**config.mk**
```make
export PLATFORM = sky130hd
export DESIGN_NAME = tdm_demux_81_flat
export DESIGN_NICKNAME = d
export VERILOG_FILES = /design/src/rtl/tdm_demux_81_if.sv /design/src/rtl/tdm_demux_81.sv /design/src/flat_wrapper.sv
export SDC_FILE = /design/constraint.sdc
export NUM_CORES = 1
export LEC_CHECK = 0
export CORE_MARGIN = 4
export CORE_UTILIZATION = 35
export CTS_CLUSTER_DIAMETER = 150
export DETAILED_ROUTE_END_ITERATION = 8
export DONT_BUFFER_PORTS = 1
export HOLD_SLACK_MARGIN = 0.12
export PLACE_DENSITY = 0.47
export SLEW_MARGIN = 20
export SYNTH_ARGS = -nofsm -noshare
export SYNTH_HDL_FRONTEND = slang
export SYNTH_SLANG_ARGS = --single-unit
```
**constraint.sdc**
```tcl
create_clock -name clk -period 2.1 [get_ports clk]
set_input_delay 0.42 -clock clk [delete_from_list [all_inputs] [get_ports clk]]
set_output_delay 0.42 -clock clk [all_outputs]
set_load 0.05 [all_outputs]
```
**src/rtl/tdm_demux_81_if.sv**
```systemverilog
// Link-side bundle for the 8:1 TDM receiver: serial beat inputs and the
// decoded frame / alignment status outputs.
interface tdm_demux_81_if #(
    parameter int CHANNELS = 8,
    parameter int SEL_W    = 3
);
    logic                i_en;
    logic                i_sync;
    logic                i_din;
    logic [SEL_W-1:0]    o_s;
    logic [CHANNELS-1:0] o_o;
    logic                o_valid;
    logic                o_locked;
    logic                o_err;

    modport master (
        output i_en, i_sync, i_din,
        input  o_s, o_o, o_valid, o_locked, o_err
    );

    modport slave (
        input  i_en, i_sync, i_din,
        output o_s, o_o, o_valid, o_locked, o_err
    );
endinterface

```
**src/rtl/tdm_demux_81.sv**
```systemverilog
// Receive end of the 8:1 channel-multiplex link: locks to the slot-0 sync
// marker, flywheels through missing markers and presents one word per frame.
module tdm_demux_81 #(
    parameter int CHANNELS   = 8,
    parameter int SEL_W      = 3,
    parameter int MISS_LIMIT = 3
) (
    input  logic              clk,
    input  logic              rst,
    tdm_demux_81_if.slave     bus
);
    localparam logic [3:0]       MISS_MAX  = 4'(MISS_LIMIT);
    localparam logic [SEL_W-1:0] LAST_SLOT = SEL_W'(CHANNELS - 1);
    localparam logic [SEL_W-1:0] SLOT_ONE  = SEL_W'(1);

    typedef enum logic {
        ST_HUNT,
        ST_LOCKED
    } state_t;

    state_t              r_state;
    logic [SEL_W-1:0]    r_s;
    logic [CHANNELS-1:0] r_shadow;
    logic [CHANNELS-1:0] r_o;
    logic                r_valid;
    logic                r_err;
    logic [3:0]          r_miss;

    state_t              w_stateNext;
    logic [SEL_W-1:0]    w_sNext;
    logic [CHANNELS-1:0] w_shadowNext;
    logic [CHANNELS-1:0] w_oNext;
    logic                w_validNext;
    logic                w_errNext;
    logic [3:0]          w_missNext;
    logic [3:0]          w_missInc;

    assign w_missInc = (r_miss == MISS_MAX) ? r_miss : r_miss + 4'd1;

    always_ff @(posedge clk) begin
        if (rst) begin
            r_state  <= ST_HUNT;
            r_s      <= '0;
            r_shadow <= '0;
            r_o      <= '0;
            r_valid  <= 1'b0;
            r_err    <= 1'b0;
            r_miss   <= '0;
        end else begin
            r_state  <= w_stateNext;
            r_s      <= w_sNext;
            r_shadow <= w_shadowNext;
            r_o      <= w_oNext;
            r_valid  <= w_validNext;
            r_err    <= w_errNext;
            r_miss   <= w_missNext;
        end
    end

    // A misplaced sync restarts the frame before any slot-7 completion is considered.
    always_comb begin
        w_stateNext  = r_state;
        w_sNext      = r_s;
        w_shadowNext = r_shadow;
        w_oNext      = r_o;
        w_validNext  = 1'b0;
        w_errNext    = 1'b0;
        w_missNext   = r_miss;
        if (bus.i_en) begin
            case (r_state)
                ST_HUNT: begin
                    if (bus.i_sync) begin
                        w_shadowNext[0] = bus.i_din;
                        w_sNext         = SLOT_ONE;
                        w_missNext      = '0;
                        w_stateNext     = ST_LOCKED;
                    end
                end
                ST_LOCKED: begin
                    if (bus.i_sync && (r_s != '0)) begin
                        w_errNext       = 1'b1;
                        w_shadowNext[0] = bus.i_din;
                        w_sNext         = SLOT_ONE;
                        w_missNext      = '0;
                    end else if (r_s == '0) begin
                        w_missNext = bus.i_sync ? 4'd0 : w_missInc;
                        if (!bus.i_sync && (w_missInc == MISS_MAX)) begin
                            w_stateNext = ST_HUNT;
                            w_sNext     = '0;
                        end else begin
                            w_shadowNext[0] = bus.i_din;
                            w_sNext         = SLOT_ONE;
                        end
                    end else begin
                        w_shadowNext[r_s] = bus.i_din;
                        w_sNext           = r_s + SLOT_ONE;
                        if (r_s == LAST_SLOT) begin
                            w_oNext     = {bus.i_din, r_shadow[CHANNELS-2:0]};
                            w_validNext = 1'b1;
                        end
                    end
                end
                default: w_stateNext = ST_HUNT;
            endcase
        end
    end

    assign bus.o_s      = r_s;
    assign bus.o_o      = r_o;
    assign bus.o_valid  = r_valid;
    assign bus.o_err    = r_err;
    assign bus.o_locked = (r_state == ST_LOCKED);
endmodule

```
**src/flat_wrapper.sv**
```systemverilog
// flat-port wrapper written by rule: the top's interface ports become plain ports
module tdm_demux_81_flat 
#(
    parameter int CHANNELS   = 8,
    parameter int SEL_W      = 3,
    parameter int MISS_LIMIT = 3
)
  (clk, rst, bus_i_en, bus_i_sync, bus_i_din, bus_o_s, bus_o_o, bus_o_valid, bus_o_locked, bus_o_err);
  tdm_demux_81_if #(.CHANNELS(CHANNELS), .SEL_W(SEL_W)) bus_i ();
  input  logic clk;
  input  logic rst;
  input wire logic [$bits(bus_i.i_en)-1:0] bus_i_en;
  input wire logic [$bits(bus_i.i_sync)-1:0] bus_i_sync;
  input wire logic [$bits(bus_i.i_din)-1:0] bus_i_din;
  output wire logic [$bits(bus_i.o_s)-1:0] bus_o_s;
  output wire logic [$bits(bus_i.o_o)-1:0] bus_o_o;
  output wire logic [$bits(bus_i.o_valid)-1:0] bus_o_valid;
  output wire logic [$bits(bus_i.o_locked)-1:0] bus_o_locked;
  output wire logic [$bits(bus_i.o_err)-1:0] bus_o_err;
  assign bus_i.i_en = bus_i_en;
  assign bus_i.i_sync = bus_i_sync;
  assign bus_i.i_din = bus_i_din;
  assign bus_o_s = bus_i.o_s;
  assign bus_o_o = bus_i.o_o;
  assign bus_o_valid = bus_i.o_valid;
  assign bus_o_locked = bus_i.o_locked;
  assign bus_o_err = bus_i.o_err;
  tdm_demux_81 #(.CHANNELS(CHANNELS), .SEL_W(SEL_W), .MISS_LIMIT(MISS_LIMIT)) u_core (.clk(clk), .rst(rst), .bus(bus_i));
endmodule
```
# After elaboration in Yosys (flattened, before gate mapping)
# Index checks and enable logic that the tools add are counted.
[op_classes]
addsub = 2
mul = 0
div_mod_pow = 0
n_lt_le_gt_ge = 2
eq_ne = 6
shifts = 0
n_mux = 26
n_bitwise = 4
reduce_logical = 13
[ops]
columns = ["op", "n"]
rows = [
  ["$mux 4", 5],
  ["$mux 1", 12],
  ["$mux 3", 3],
  ["$bwmux 8", 1],
  ["$eq 4x2->1 const B", 2],
  ["$pmux 4 s2", 1],
  ["$pmux 3 s2", 1],
  ["$reduce_and 3->1", 2],
  ["$reduce_and 5->1", 1],
  ["$reduce_or 5->1", 1],
  ["$add 4x1->4 const B", 1],
  ["$lt 3x4->1 const B", 1],
  ["$ne 4x4->1 const B", 1],
  ["$not 1->1", 4],
  ["$pmux 1 s2", 2],
  ["$reduce_and 4->1", 1],
  ["$add 3x1->3 const B", 1],
  ["$demux 1 s3", 1],
  ["$eq 3x3->1 const B", 1],
  ["$ge 3x1->1 const B", 1],
  ["$logic_and 1x1->1", 3],
  ["$logic_not 3->1", 1],
  ["$ne 3x3->1 const B", 1],
  ["$reduce_bool 3->1", 1],
  ["other kinds (4)", 4],
]
[word_totals]
reg_bits = 26
latchBits = 0
ram_bits = 0
rom_bits = 0
in_bits = 5
output_inout_bits = 14
word_cells = 61
memories = 0

# Logic depth before layout (Yosys ltp)
[depth]
depth_word = 8
depth_mapped = 7
mapped_depth_nobuf = 6

# Least setup slack after synthesis
# OpenSTA, ideal clock, no wires.
[synth_path]
path_kind = "register to register"
startpoint = "reg u_core.r_s[0], in the netlist u_core.bus.o_s[0]"
endpoint = "reg u_core.r_shadow[0]"
setup_ns = 0.072
arrival_ns = 1.895
required_ns = 2.028
path_slack_ns = 0.134
stages_incl_launch_ff = 8
path_buffers = 1
synth_period_minus_slack_ns = 1.966
cell_sequence = "dfxtp_1 -> inv_1 -> ha_1 -> nand2b_4 -> buf_6 -> a2111oi_4 -> a311oi_2 -> mux2i_1"
[synth_via]
elab_chain_cells = 8
elab_cells_between_ends = 14
classes_between = "order compare: 2; eq/ne: 1; mux: 6; reduce/logical: 5"
[synth_rtl]
columns = ["element", "line_no", "rtl"]
rows = [
  ["start, declared", "tdm_demux_81.sv:22", "logic [SEL_W-1:0] r_s;"],
  ["start signal, assigned", "tdm_demux_81.sv:51", "r_s <= w_sNext;"],
  ["$lt 3x4->1 (implied by the code) / $ge 3x1->1 (equally long branches)", "tdm_demux_81.sv:95", "w_shadowNext[r_s] = bus.i_din;"],
  ["$logic_and 1x1->1 (implied by the code)", "tdm_demux_81.sv:95", ""],
  ["$mux 1 (implied by the code)", "tdm_demux_81.sv:95", ""],
  ["$demux 1 s3", "n/a", ""],
  ["$bwmux 8", "tdm_demux_81.sv:95", ""],
  ["$mux 1", "tdm_demux_81.sv:85", "end else if (r_s == '0) begin"],
  ["$mux 1", "tdm_demux_81.sv:80", "if (bus.i_sync && (r_s != '0)) begin"],
  ["$pmux 1 s2", "tdm_demux_81.sv:70", "case (r_state)"],
  ["end signal, assigned", "tdm_demux_81.sv:52", "r_shadow <= w_shadowNext;"],
  ["end, declared", "tdm_demux_81.sv:23", "logic [CHANNELS-1:0] r_shadow;"],
]
# Parallel ways exist; a longest one is shown, timed or not.
# A chain may end at the register's enable or synchronous reset.

# Worst setup path after layout
[layout_path]
startpoint = "reg u_core.r_miss[1]"
endpoint = "reg u_core.r_shadow[0]"
[layout_via]
elab_chain_cells = 6
elab_cells_between_ends = 7
classes_between = "add/sub: 1; eq/ne: 3; mux: 1; reduce/logical: 2"
[layout_rtl]
columns = ["element", "line_no", "rtl"]
rows = [
  ["start, declared", "tdm_demux_81.sv:27", "logic [3:0] r_miss;"],
  ["start signal, assigned", "tdm_demux_81.sv:56", "r_miss <= w_missNext;"],
  ["$add 4x1->4 / $eq 4x2->1 (equally long branches)", "tdm_demux_81.sv:38", "assign w_missInc = (r_miss == MISS_MAX) ? r_miss : r_miss + 4'd1;"],
  ["$mux 4 *", "tdm_demux_81.sv:38", ""],
  ["$eq 4x2->1 *", "tdm_demux_81.sv:87", "if (!bus.i_sync && (w_missInc == MISS_MAX)) begin"],
  ["$logic_and 1x1->1 *", "tdm_demux_81.sv:87", ""],
  ["$ne 4x4->1 (no line) *", "n/a", ""],
  ["$reduce_and 3->1 (no line) *", "n/a", ""],
]
# Mark *: on every way between the ends. The rest lies on a longest branch, timed or not.

==> summary.txt <==
Outcome
  – Status: finished clean

Worst setup path
  – CP cell instances: ha_1, nor3b_2, mux2_4, a311oi_2, mux2i_1
  – Critical Path End Type: flop
  – Crit path kind: reg2reg
  – Worst setup SP type: flop
  – Crit path max fanout: 5
  – Worst Path Required: 2360 ps
  – CP arrival: 2090 ps
  – CP max-delay cell: dfxtp_1
  – Slowest stage delay, CP: 450 ps

Synthesis
  – Async S/R FF share, synth: 0
  – Post-synthesis sequential area ratio: 0.4049
  – Predominant post-synthesis flop cell: dfxtp_1
  – Yosys top cell area share: 0.4049
  – Synth Warn #: 0
  – Post-synth EDFFs: 0
  – Cell area after synthesis: 1236 sq um
  – Synth area leaders: dfxtp_1 40%, mux2i_1 12%, nor2_1 6.7%
  – Commonest cells post-synth: 25 x dfxtp_1, 22 x nor2_1, 15 x mux2i_1
  – Net count after synthesis: 136
  – Largest area contributor in the netlist: dfxtp_1
  – Distinct cells, synth: 41
  – Mean post-synth cell area: 9.734 sq um
  – FF+latch count, synth: 25
  – Most common cell in the synthesized netlist: dfxtp_1
  – Post-Syn Instances: 127

Hold path
  – Hold Path Class: in2reg

Global routing
  – Gr usage total: 0.1193
  – Gr ovfl total: 0
  – First-pass GRT wire length: 4112 um
  – Largest net degree at the start of global routing: 27
  – Vias in the first global route: 899
  – Initial antenna violation count: 0

STA
  – RSZ-0062 raised after global routing: no
  – Slew of the pin with the lowest slew margin: 695.3 ps
  – Minimum clock period: 1830 ps
  – Fin Setup TNS: 0 ps
  – Clk_skew: 1.689 ps
  – PnR worst setup slack: 269.6 ps
  – Hold Vio Cnt, Final: 0
  – Top achievable clock speed: 546.3 MHz
  – Slew Limit Fails: 0
  – Max-Slew Margin vs Limit: 0.5316
  – Final period util: 0.8716
  – Final setup vio count: 0

Clock network
  – H-tree lvl count: 1
  – CTS Root Buffer Type: clkbuf_4
  – # Post-CTS Setup Buffers: 0
  – Post_cts resized: 0
  – Num Clock Sinks: 25
  – Num CTS Buffers: 3
  – Clock Pin Slew Worst Setup and Hold Paths: 150 ps
  – CTS tree: yes
  – Clk buf depth: 2
  – Latest clock arrival within the worst-skew pair: 310 ps

Detailed routing
  – Total Wirelength: 2533 um
  – Vias post-DR: 950
  – DRC: 0
  – Post-DR wirelength/cell: 14.47 um
  – Remaining antenna violation count after routing: 0
  – Vias per cell: 5.429
  – DRT Pass-1 Iters: 4
  – Iter 0 DRT Violations: 28

Placed design
  – Dpl ws: 320.1 ps
  – Dpl cell area: 1284 sq um
  – Final GP Congestion: 0.7500
  – Detailed Place HPWL: 1870 um
  – Number of port buffers: 0

Run
  – Max_cap viols: 0

Floorplan
  – Initial core utilization: 0.3676
  – Die area: 4547 sq um
  – Die H: 67.43 um
  – # IOs: 19
  – Core Region: 3363 sq um
  – Die Width: 67.43 um
  – Row count: 21

Finish
  – Finished Cell Area: 1324 sq um
  – ANT cells: 0
  – Nets: 139
  – Area delta synth->final: 7.085%
  – Layout cells sized above 1: 0.1550
  – Number of fillers in the final layout: 363

Power
  – Max IR drop VDD: 221.6 uV
  – Static leakage: 0.5378 nW
  – PwrDens: 587.9 nW/um^2
==> per-layer routing <==
layer | GRT usage | part of all wire | vias up
met5 | 0 | 0 | -
met4 | 0.04304 | 0.016 | 0
met3 | 0.04326 | 0.072 | 4
met2 | 0.1926 | 0.44 | 25
met1 | 0.1452 | 0.47 | 455
li1 | - | - | 466
==> timing repair <==
| action | 4_1_cts | 5_1_grt |
|---|---|---|
| hold endpoints to repair | 0 | 2 |
| hold buffers | 0 | 1 |
| setup endpoints to repair | 0 | 0 |
==> area by class of cell <==
type	instances	area (sq um)	share of cell area
timing repair buffer	5	40.04	0.03025
inverter	4	15.01	0.01134
multi-input combinational	91	680.7	0.5142
clock buffer	3	22.52	0.01701
clock inverter	1	7.507	0.005671
sequential	25	500.5	0.3781
tap	46	57.56	0.04348
==> power breakdown <==
group	leakage, nW	switching (mW)	total, mW	internal, mW
Sequential	0.202	0.00539	0.485	0.479
Clock	0.0139	0.151	0.224	0.0726
Combinational	0.322	0.0443	0.0698	0.0255
Total	0.538	0.201	0.778	0.577
==> logic make-up after synthesis <==
kind of cell / Yosys count / share of synthesized area
mux: 16 / 0.1336
simple gates: 50 / 0.2318
compound gates: 20 / 0.1377
xor+xnor: 1 / 0.007086
buf+inv: 11 / 0.04452
fa+ha+maj: 4 / 0.04049
flops: 25 / 0.4049
==> stage by stage <==
step	utilization	cells	hold slack [ps]	power, mW
2_1_floorplan	-	127	448.2	0.5611
3_5_place_dp	0.3817	170	471.6	0.5626
4_1_cts	0.3906	174	131.2	0.7881
3_3_place_gp	0.3817	170	471.3	0.5629
5_1_grt	0.3936	175	120.8	0.8119
6_report	0.3936	175	147.8	0.7783
==> worst paths after layout <==
| path | endpoint | cells after the start | slack [ps] | startpoint |
|---|---|---|---|---|
| max | u_core.r_shadow[0] | 5 | 270 | u_core.r_miss[1] |
| min | u_core.r_miss[0] | 1 | 150 | rst |
| max reg2reg | u_core.r_shadow[0] | 5 | 270 | u_core.r_miss[1] |
| min reg2reg | u_core.r_shadow[0] | 2 | 490 | u_core.r_shadow[0] |
==> cell usage in the layout, fill, tap and decap left out, types with 2 or more instances in the layout <==
cell       n
dfxtp_1   25
nor2_1    22
mux2i_1   15
inv_1      4
nand4_1    4
nand2_1    4
a21oi_1    4
nand2b_1   4
ha_1       4
buf_4      4
nor4_1     3
o21ai_0    3
clkbuf_4   3
and2b_2    2
a32oi_1    2
a31o_2     2
==> critical path: cells and delay by family (launching register included) <==
kind,cells,cell delay (ps)
compound gates,1,240
fa+ha+maj,1,250
flops,1,450
mux,2,550
simple gates,1,290
==> flip-flops by register name, indices dropped and copies added (netlist names) <==
name	count
u_core.r_miss	4
u_core.bus.o_valid	1
u_core.bus.o_o	8
u_core.r_shadow	7
u_core.bus.o_err	1
u_core.bus.o_s	3
u_core.bus.o_locked	1
No activity file was read; power rests on OpenSTA's default activity.
